**config.mk**
```make
export PLATFORM = sky130hd
export DESIGN_NAME = store_align_unit_flat
export DESIGN_NICKNAME = d
export VERILOG_FILES = /design/src/rtl/store_align_unit_if.sv /design/src/rtl/store_align_unit.sv /design/src/flat_wrapper.sv
export SDC_FILE = /design/constraint.sdc
export NUM_CORES = 1
export LEC_CHECK = 0
export ABC_AREA = 1
export CORE_MARGIN = 5
export CORE_UTILIZATION = 40
export CTS_CLUSTER_SIZE = 30
export DETAILED_ROUTE_END_ITERATION = 8
export DONT_BUFFER_PORTS = 1
export GPL_ROUTABILITY_DRIVEN = 0
export GPL_TIMING_DRIVEN = 1
export HOLD_SLACK_MARGIN = 0.05
export PLACE_DENSITY_LB_ADDON = 0.25
export SLEW_MARGIN = 20
export SYNTH_ARGS = -nofsm -noshare
export SYNTH_HDL_FRONTEND = slang
export SYNTH_SLANG_ARGS = --single-unit
```
**constraint.sdc**
```tcl
create_clock -name clk -period 2.8 [get_ports clk]
set_clock_uncertainty 0.05 [all_clocks]
set_input_delay 0 -clock clk [delete_from_list [all_inputs] [get_ports clk]]
set_output_delay 0 -clock clk [all_outputs]
set_load 0.03 [all_outputs]
```
**src/rtl/store_align_unit_if.sv**
```systemverilog
// Store-path bundle between the core store datapath, store_align_unit and the data-memory write port.
// slave = the align unit; master = the core / memory side that drives requests and responses.
interface store_align_unit_if;
    // Core side: st_valid/func3/st_addr/st_data are held until st_ready is seen high.
    // Memory side: mem_req/mem_addr/mem_wdata/mem_wstrb are held until mem_gnt.
    // mem_ack is honoured only while the unit waits for it.
    logic        st_valid;
    logic        st_ready;
    logic [2:0]  func3;
    logic [31:0] st_addr;
    logic [31:0] st_data;
    logic        mem_req;
    logic        mem_gnt;
    logic [31:0] mem_addr;
    logic [31:0] mem_wdata;
    logic [3:0]  mem_wstrb;
    logic        mem_ack;
    logic        st_done;
    logic        st_err;
    logic [1:0]  st_err_cause;

    modport slave (
        input  st_valid, func3, st_addr, st_data, mem_gnt, mem_ack,
        output st_ready, mem_req, mem_addr, mem_wdata, mem_wstrb,
               st_done, st_err, st_err_cause
    );

    modport master (
        output st_valid, func3, st_addr, st_data, mem_gnt, mem_ack,
        input  st_ready, mem_req, mem_addr, mem_wdata, mem_wstrb,
               st_done, st_err, st_err_cause
    );
endinterface

```
**src/rtl/store_align_unit.sv**
```systemverilog
// Store alignment and single-outstanding data-memory write engine (SB/SH/SW).
// Optional: define STORE_MISALIGN_TRAP_EN to trap misaligned SH/SW with cause 01.
module store_align_unit #(
    parameter int unsigned TIMEOUT = 15
) (
    input  logic              clk,
    input  logic              rst_n,
    store_align_unit_if.slave bus,
    output logic [1:0]        dbg_state_o
);
    typedef enum logic [1:0] {
        IDLE     = 2'd0,
        ISSUE    = 2'd1,
        WAIT_ACK = 2'd2,
        REPORT   = 2'd3
    } state_e;

    localparam logic [1:0] CAUSE_NONE     = 2'b00;
    localparam logic [1:0] CAUSE_MISALIGN = 2'b01;
    localparam logic [1:0] CAUSE_TIMEOUT  = 2'b10;
    localparam logic [1:0] CAUSE_ILLEGAL  = 2'b11;
    localparam logic [7:0] TIMEOUT_LAST   = 8'(TIMEOUT - 1);

    state_e      state_q;
    logic        st_ready_q;
    logic        mem_req_q;
    logic        st_done_q;
    logic        st_err_q;
    logic [1:0]  cause_q;
    logic [31:0] mem_addr_q;
    logic [31:0] mem_wdata_q;
    logic [3:0]  mem_wstrb_q;
    logic [7:0]  cnt_q;

    logic [3:0]  strb_d;
    logic [31:0] wdata_d;
    logic [1:0]  cause_d;
    logic        err_d;

    // Lane replication instead of a shifter: the strobe picks which copy lands in memory.
    always_comb begin
        strb_d  = 4'b0000;
        wdata_d = 32'h0000_0000;
        cause_d = CAUSE_NONE;
        case (bus.func3)
            3'b000: begin
                strb_d  = 4'b0001 << bus.st_addr[1:0];
                wdata_d = {4{bus.st_data[7:0]}};
            end
            3'b001: begin
                strb_d  = 4'b0011 << {bus.st_addr[1], 1'b0};
                wdata_d = {2{bus.st_data[15:0]}};
`ifdef STORE_MISALIGN_TRAP_EN
                if (bus.st_addr[0]) cause_d = CAUSE_MISALIGN;
`endif
            end
            3'b010: begin
                strb_d  = 4'b1111;
                wdata_d = bus.st_data;
`ifdef STORE_MISALIGN_TRAP_EN
                if (bus.st_addr[1:0] != 2'b00) cause_d = CAUSE_MISALIGN;
`endif
            end
            default: cause_d = CAUSE_ILLEGAL;
        endcase
    end

    assign err_d = (cause_d != CAUSE_NONE);

    always_ff @(posedge clk or negedge rst_n) begin
        if (!rst_n) begin
            state_q     <= IDLE;
            st_ready_q  <= 1'b1;
            mem_req_q   <= 1'b0;
            st_done_q   <= 1'b0;
            st_err_q    <= 1'b0;
            cause_q     <= CAUSE_NONE;
            mem_addr_q  <= 32'h0000_0000;
            mem_wdata_q <= 32'h0000_0000;
            mem_wstrb_q <= 4'b0000;
            cnt_q       <= 8'd0;
        end else begin
            st_done_q <= 1'b0;
            st_err_q  <= 1'b0;
            cause_q   <= CAUSE_NONE;
            case (state_q)
                IDLE: begin
                    if (bus.st_valid) begin
                        st_ready_q <= 1'b0;
                        if (err_d) begin
                            // Rejected stores never touch the memory-side registers.
                            state_q  <= REPORT;
                            st_err_q <= 1'b1;
                            cause_q  <= cause_d;
                        end else begin
                            state_q     <= ISSUE;
                            mem_req_q   <= 1'b1;
                            mem_addr_q  <= {bus.st_addr[31:2], 2'b00};
                            mem_wdata_q <= wdata_d;
                            mem_wstrb_q <= strb_d;
                        end
                    end
                end
                ISSUE: begin
                    if (bus.mem_gnt) begin
                        state_q   <= WAIT_ACK;
                        mem_req_q <= 1'b0;
                        cnt_q     <= 8'd0;
                    end
                end
                WAIT_ACK: begin
                    if (bus.mem_ack) begin
                        state_q   <= REPORT;
                        st_done_q <= 1'b1;
                    end else if (cnt_q == TIMEOUT_LAST) begin
                        state_q  <= REPORT;
                        st_err_q <= 1'b1;
                        cause_q  <= CAUSE_TIMEOUT;
                    end else begin
                        cnt_q <= cnt_q + 8'd1;
                    end
                end
                REPORT: begin
                    state_q    <= IDLE;
                    st_ready_q <= 1'b1;
                end
                default: begin
                    state_q    <= IDLE;
                    st_ready_q <= 1'b1;
                    mem_req_q  <= 1'b0;
                end
            endcase
        end
    end

    assign bus.st_ready     = st_ready_q;
    assign bus.mem_req      = mem_req_q;
    assign bus.mem_addr     = mem_addr_q;
    assign bus.mem_wdata    = mem_wdata_q;
    assign bus.mem_wstrb    = mem_wstrb_q;
    assign bus.st_done      = st_done_q;
    assign bus.st_err       = st_err_q;
    assign bus.st_err_cause = cause_q;
    assign dbg_state_o      = state_q;

    a_req_only_in_issue: assert property (@(posedge clk) disable iff (!rst_n)
        mem_req_q == (state_q == ISSUE));
    a_ready_only_in_idle: assert property (@(posedge clk) disable iff (!rst_n)
        st_ready_q == (state_q == IDLE));
    a_done_err_exclusive: assert property (@(posedge clk) disable iff (!rst_n)
        !(st_done_q && st_err_q));
endmodule

```
**src/flat_wrapper.sv**
```systemverilog
// flat-port wrapper written by rule: the top's interface ports become plain ports
module store_align_unit_flat 
#(
    parameter int unsigned TIMEOUT = 15
)
  (clk, rst_n, dbg_state_o, bus_st_valid, bus_func3, bus_st_addr, bus_st_data, bus_mem_gnt, bus_mem_ack, bus_st_ready, bus_mem_req, bus_mem_addr, bus_mem_wdata, bus_mem_wstrb, bus_st_done, bus_st_err, bus_st_err_cause);
  store_align_unit_if bus_i ();
  input  logic clk;
  input  logic rst_n;
  output logic [1:0] dbg_state_o;
  input wire logic [$bits(bus_i.st_valid)-1:0] bus_st_valid;
  input wire logic [$bits(bus_i.func3)-1:0] bus_func3;
  input wire logic [$bits(bus_i.st_addr)-1:0] bus_st_addr;
  input wire logic [$bits(bus_i.st_data)-1:0] bus_st_data;
  input wire logic [$bits(bus_i.mem_gnt)-1:0] bus_mem_gnt;
  input wire logic [$bits(bus_i.mem_ack)-1:0] bus_mem_ack;
  output wire logic [$bits(bus_i.st_ready)-1:0] bus_st_ready;
  output wire logic [$bits(bus_i.mem_req)-1:0] bus_mem_req;
  output wire logic [$bits(bus_i.mem_addr)-1:0] bus_mem_addr;
  output wire logic [$bits(bus_i.mem_wdata)-1:0] bus_mem_wdata;
  output wire logic [$bits(bus_i.mem_wstrb)-1:0] bus_mem_wstrb;
  output wire logic [$bits(bus_i.st_done)-1:0] bus_st_done;
  output wire logic [$bits(bus_i.st_err)-1:0] bus_st_err;
  output wire logic [$bits(bus_i.st_err_cause)-1:0] bus_st_err_cause;
  assign bus_i.st_valid = bus_st_valid;
  assign bus_i.func3 = bus_func3;
  assign bus_i.st_addr = bus_st_addr;
  assign bus_i.st_data = bus_st_data;
  assign bus_i.mem_gnt = bus_mem_gnt;
  assign bus_i.mem_ack = bus_mem_ack;
  assign bus_st_ready = bus_i.st_ready;
  assign bus_mem_req = bus_i.mem_req;
  assign bus_mem_addr = bus_i.mem_addr;
  assign bus_mem_wdata = bus_i.mem_wdata;
  assign bus_mem_wstrb = bus_i.mem_wstrb;
  assign bus_st_done = bus_i.st_done;
  assign bus_st_err = bus_i.st_err;
  assign bus_st_err_cause = bus_i.st_err_cause;
  store_align_unit #(.TIMEOUT(TIMEOUT)) u_core (.clk(clk), .rst_n(rst_n), .bus(bus_i), .dbg_state_o(dbg_state_o));
endmodule
```
* Word-level counts from Yosys, hierarchy flattened
Cells that the tools add are included.
** Operators by class
- Equal/unequal tests :: 12
- Shift operators :: 2
- Mux-type cells :: 31
- Reduce and logical (&&, ||, !) cells :: 12
- Add/sub/neg operators :: 1
- Bitwise logic cells :: 1
** Operators with widths (number)
- $pmux 32 s3 :: 1
- $mux 8 :: 3
- $mux 2 :: 10
- $pmux 8 s2 :: 1
- $pmux 4 s3 :: 1
- $mux 1 :: 10
- $ne 2x2->1 const B :: 5
- $add 8x1->8 const B :: 1
- $eq 8x4->1 const B :: 1
- $pmux 2 s4 :: 1
- $reduce_and 4->1 :: 2
- $reduce_bool 2->1 :: 4
- $pmux 1 s2 :: 3
- $reduce_and 3->1 :: 2
- $eq 2x2->1 const B :: 2
- $pmux 2 s2 :: 1
- $shl 1x2->4 const A :: 1
- $shl 2x2->4 const A :: 1
- $eq 3x1->1 const B :: 1
- $eq 3x2->1 const B :: 1
- $logic_not 3->1 :: 1
- $ne 3x2->1 const B :: 1
- $reduce_or 3->1 :: 1
- $eq 2x1->1 const B :: 1
- 3 further kinds :: 3
** Storage, ports and cells
- Bits of input ports :: 72
- Logic and storage cells :: 69
- Register bits after elaboration :: 82
- Output and inout port bits :: 76

* Logic depth before layout (Yosys ltp)
- Depth in word-level cells :: 7
- Mapped depth :: 9
- Gate-level depth less buffers :: 9

* Least setup slack after synthesis
OpenSTA, ideal clock, no wires.
- Path type :: reg2reg
- Start :: reg u_core.state_q[0], in the netlist u_core.dbg_state_o[0]
- End :: reg u_core.cnt_q[4]
- Arrival :: 1560 ps
- Period minus slack after synthesis :: 1736 ps
- Required time :: 2624 ps
- Cell stages (with the launch flop) :: 9
- Buffers on the path :: 2
- Slack :: 1064 ps
- Cells stage by stage :: dfrtp_1 > inv_1 > ha_1 > buf_2 > nor2_1 > nor2_1 > nand2_1 > buf_2 > o21ai_0
** Between the ends
- Longest elaborated chain between the ends :: 3
- Elaborated cells on any way between the ends :: 8
- Classes of those cells :: 5 x eq/ne; 1 x mux; 2 x reduce/logical
** Ends and longest elaborated chain
- start, declared :: line store_align_unit.sv:24 : state_e state_q;
- start signal, assigned :: line store_align_unit.sv:72 : state_q <= IDLE;
- start signal, assigned :: line store_align_unit.sv:92 : state_q <= REPORT;
- start signal, assigned :: line store_align_unit.sv:96 : state_q <= ISSUE;
- $eq 2x2->1 / $eq 2x1->1 (equally long branches) :: line store_align_unit.sv:86 : case (state_q)
- $ne 2x2->1 (no line) / $reduce_bool 2->1 (equally long branches)
- $reduce_and 4->1 (no line)
- end signal, assigned :: line store_align_unit.sv:120 : cnt_q <= cnt_q + 8'd1;
- end, declared :: line store_align_unit.sv:33 : logic [7:0] cnt_q;
Parallel ways exist; a longest one is shown, timed or not.
A chain may end at the register's enable or synchronous reset.

* Final worst setup path
- Start :: reg u_core.state_q[0], in the netlist u_core.dbg_state_o[0]
- End :: reg u_core.mem_wdata_q[10], in the netlist u_core.bus.mem_wdata[10]
** Between the ends
- Longest elaborated chain between the ends :: 2
** Ends and longest elaborated chain
- $logic_not 2->1 :: line store_align_unit.sv:86
- $reduce_and 3->1 (no line)
- end signal, assigned :: line store_align_unit.sv:99 : mem_wdata_q <= wdata_d;
- end, declared :: line store_align_unit.sv:31 : logic [31:0] mem_wdata_q;
No other way between the ends.

==> impl_metrics.env <==
export IMPL_drive_gt1_share_pct=5.448
export IMPL_clkSinkCount=81
export IMPL_setup_viol=0
export IMPL_switching_share_pct=48.04
export IMPL_root_buffer="clkbuf_8"
export IMPL_grt_pass1_wl_mm=17.60
export IMPL_synth_top_family_by_area="simple AND/OR/NAND/NOR gates"
export IMPL_antenna_found_initial=0
export IMPL_synth_distinct_cells=24
export IMPL_grt_usage_pct=19.42
export IMPL_timing_fmax_ghz=0.4129
export IMPL_synth_simple_area_share_pct=30.79
export IMPL_dieArea_um2=11390
export IMPL_wirelength_mm=10.85
export IMPL_io_buffers=0
export IMPL_clockPowerShare_pct=17.5
export IMPL_min_period_ns=2.422
export IMPL_dieWidth_um=106.7
export IMPL_grt_start_max_net_pins=82
export IMPL_tightest_slew_ns=0.5273
export IMPL_hpwl_mm=6.686
export IMPL_ys_ff_latch=81
export IMPL_slew_headroom_pct=64.87
export IMPL_fin_setup_tns_ns=0
export IMPL_drc=0
export IMPL_vias=3367
export IMPL_internal_power_mw=2.710
export IMPL_muxShareOfSynthArea_pct=0
export IMPL_io_pins=148
export IMPL_synth_fa_ha_area_share_pct=2.340
export IMPL_drv_cap=0
export IMPL_final_cell_mix="nand2_1 (225), dlygate4sd3_1 (101), dfrtp_1 (80)"
export IMPL_ys_seq_area_share_pct=54.20
export IMPL_synth_top_cells_by_area="dfrtp_1 (53%), nand2_1 (23%), nor2_1 (3.2%)"
export IMPL_syn_inst=467
export IMPL_comb_power_share_pct=24.3
export IMPL_nets=643
export IMPL_p_sw_mw=2.506
export IMPL_finalCritPeriodShare_pct=86.50
export IMPL_initial_core_util_pct=40.69
export IMPL_crit_path_end_kind="flip-flop"
export IMPL_core_um2=9196
export IMPL_ir_drop_mv=0.4479
export IMPL_synth_top_area_share_pct=53.49
export IMPL_cts_made_buffers=9
export IMPL_drt_iter0_drc=269
export IMPL_drv_slew=0
export IMPL_power_share_sequential_pct=58.2
export IMPL_cp_start_kind="flip-flop"
export IMPL_finalHoldViolCount=0
export IMPL_min_path_type="in -> reg"
export IMPL_avgSynthCellArea_um2=8.014
export IMPL_post_synth_instance_area_um2=3742
export IMPL_path_clk_slew_ns=0.10
export IMPL_std_cell_rows=35
export IMPL_diodes=0
export IMPL_clk_latency_ns=0.34
export IMPL_rsz0062_at_grt="no"
export IMPL_clock_path_buffers=2
export IMPL_htreeDepth=3
export IMPL_leakagePower_nw=2.494
export IMPL_grt_pass1_vias=3532
export IMPL_die_h_um=106.7
export IMPL_avgViaCountPerCell=4.951
export IMPL_cp_arrival_ns=2.67
export IMPL_cp_max_fo=75
export IMPL_critPathRequiredTime_ns=3.05
export IMPL_first_pass_iters=6
export IMPL_status="complete, no violations"
export IMPL_wl_per_cell_um=15.95
export IMPL_syn_to_final_growth_pct=34.67
export IMPL_synth_area_leader_cell="dfrtp_1"
export IMPL_synth_compound_area_share_pct=6.319
export IMPL_synth_xor_area_share_pct=0.2340
export IMPL_final_common_cell="nand2_1"
export IMPL_instances_no_fill=680
export IMPL_postCtsSetupBuffers=0
export IMPL_grt_remaining_overflow=0
export IMPL_ant_nets=0
export IMPL_dp_cells=562
export IMPL_yosys_warnings=0
export IMPL_powerDensity_nw_per_um2=1035
export IMPL_cts_tree="yes"
export IMPL_worstSetupPathType="reg -> reg"
-- kinds of logic after synthesis --
family | Yosys count
flops | 81
other cells | 1
compound gates | 44
xor+xnor | 1
fa+ha+maj | 7
buf+inv | 44
simple gates | 289
-- repair_timing --
item,4_1_cts,5_1_grt
endpoints found under the hold margin,156,0
setup endpoints to repair,0,1
gates resized for setup,0,1
hold buffers,102,0
-- sequential cells by signal, summed over array words and instances, names as in the netlist --
signal	flops
u_core.bus.mem_wstrb	4
u_core.cnt_q	8
u_core.bus.st_ready	1
u_core.dbg_state_o	2
u_core.bus.mem_req	1
u_core.bus.mem_addr	30
u_core.bus.st_done	1
u_core.bus.mem_wdata	32
u_core.bus.st_err_cause	2
-- power by group through the flow --
| stage | Clock, mW | Sequential [mW] | Combinational (mW) |
|---|---|---|---|
| floorplan | 0 | 2.91 | 0.774 |
| global placement | 0 | 3.07 | 0.857 |
| detailed placement | 0 | 3.07 | 0.895 |
| CTS | 0.946 | 3.05 | 1.24 |
| global route | 0.994 | 3.10 | 1.47 |
| finish | 0.914 | 3.03 | 1.27 |
-- critical path, cell delays in order, from the launching register on --
cell and delay [ns]:
dfrtp_1 0.53, inv_1 0.19, ha_1 0.18, nand2_1 0.13, nor2_4 0.15, buf_12 0.29
nor2_1 0.10, a31oi_1 0.16, dlygate4sd3_1 0.56
-- layer usage --
layer | vias up | global-route usage [%] | wire (µm)
met5 | - | 0 | 0
met3 | 26 | 5.479 | 892
met1 | 1549 | 24.15 | 4421
li1 | 1646 | - | -
met2 | 146 | 31.88 | 5228
met4 | 0 | 7.763 | 302
-- layout make-up --
cell class                      instances  area (µm²)
Clock buffer                           10       137.6
Sequential cell                        81        2028
Tap cell                              111       138.9
Clock inverter                          6       71.32
Timing Repair Buffer                  105        1074
Multi-Input combinational cell        343        1500
Fill cell                             813        4156
Inverter                               24       90.09
-- synth_stat cells (all sizes together) --
library cell,number
nor3,2
nor2,37
conb,1
o21ai,15
ha,7
a21oi,19
dfrtp,80
a31oi,8
o211ai,1
nand3b,2
a31o,1
nand2,226
xor2,1
inv,24
or2,2
nand3,20
buf,20
dfstp,1
-- worst paths after layout --
kind                       cells after the start  slack [ns]                              start                                   end
min reg2reg                                    2        0.49        u_core.cnt_q[4]$_DFFE_PN0P_           u_core.cnt_q[4]$_DFFE_PN0P_
max reg2reg                                    8        0.38  u_core.dbg_state_o[0]$_DFFE_PN0P_  u_core.bus.mem_wdata[10]$_DFFE_PN0P_
max                                            8        0.38  u_core.dbg_state_o[0]$_DFFE_PN0P_  u_core.bus.mem_wdata[10]$_DFFE_PN0P_
min in group asynchronous                      2        0.15                              rst_n     u_core.dbg_state_o[1]$_DFFE_PN0P_
min                                            4        0.08                       bus_func3[2]     u_core.dbg_state_o[1]$_DFFE_PN0P_
max in group asynchronous                      2        2.18                              rst_n   u_core.bus.mem_wstrb[0]$_DFFE_PN0P_
-- through the flow --
step                      area [µm²]  total power [mW]  utilization, %  hold slack (ns)  setup slack, ns
after CTS                       5035             5.230           54.75          0.06655           0.2435
after global routing            5040             5.563           54.80           0.1322           0.1831
after floorplan                 3746             3.689               -          -0.3456            1.064
after detailed placement        3787             3.961           41.18          -0.3436           0.5708
final                           5040             5.215           54.80          0.07835           0.3779
after global placement          3787             3.923           41.18          -0.3432           0.6542
No activity file was read; power rests on OpenSTA's default activity.
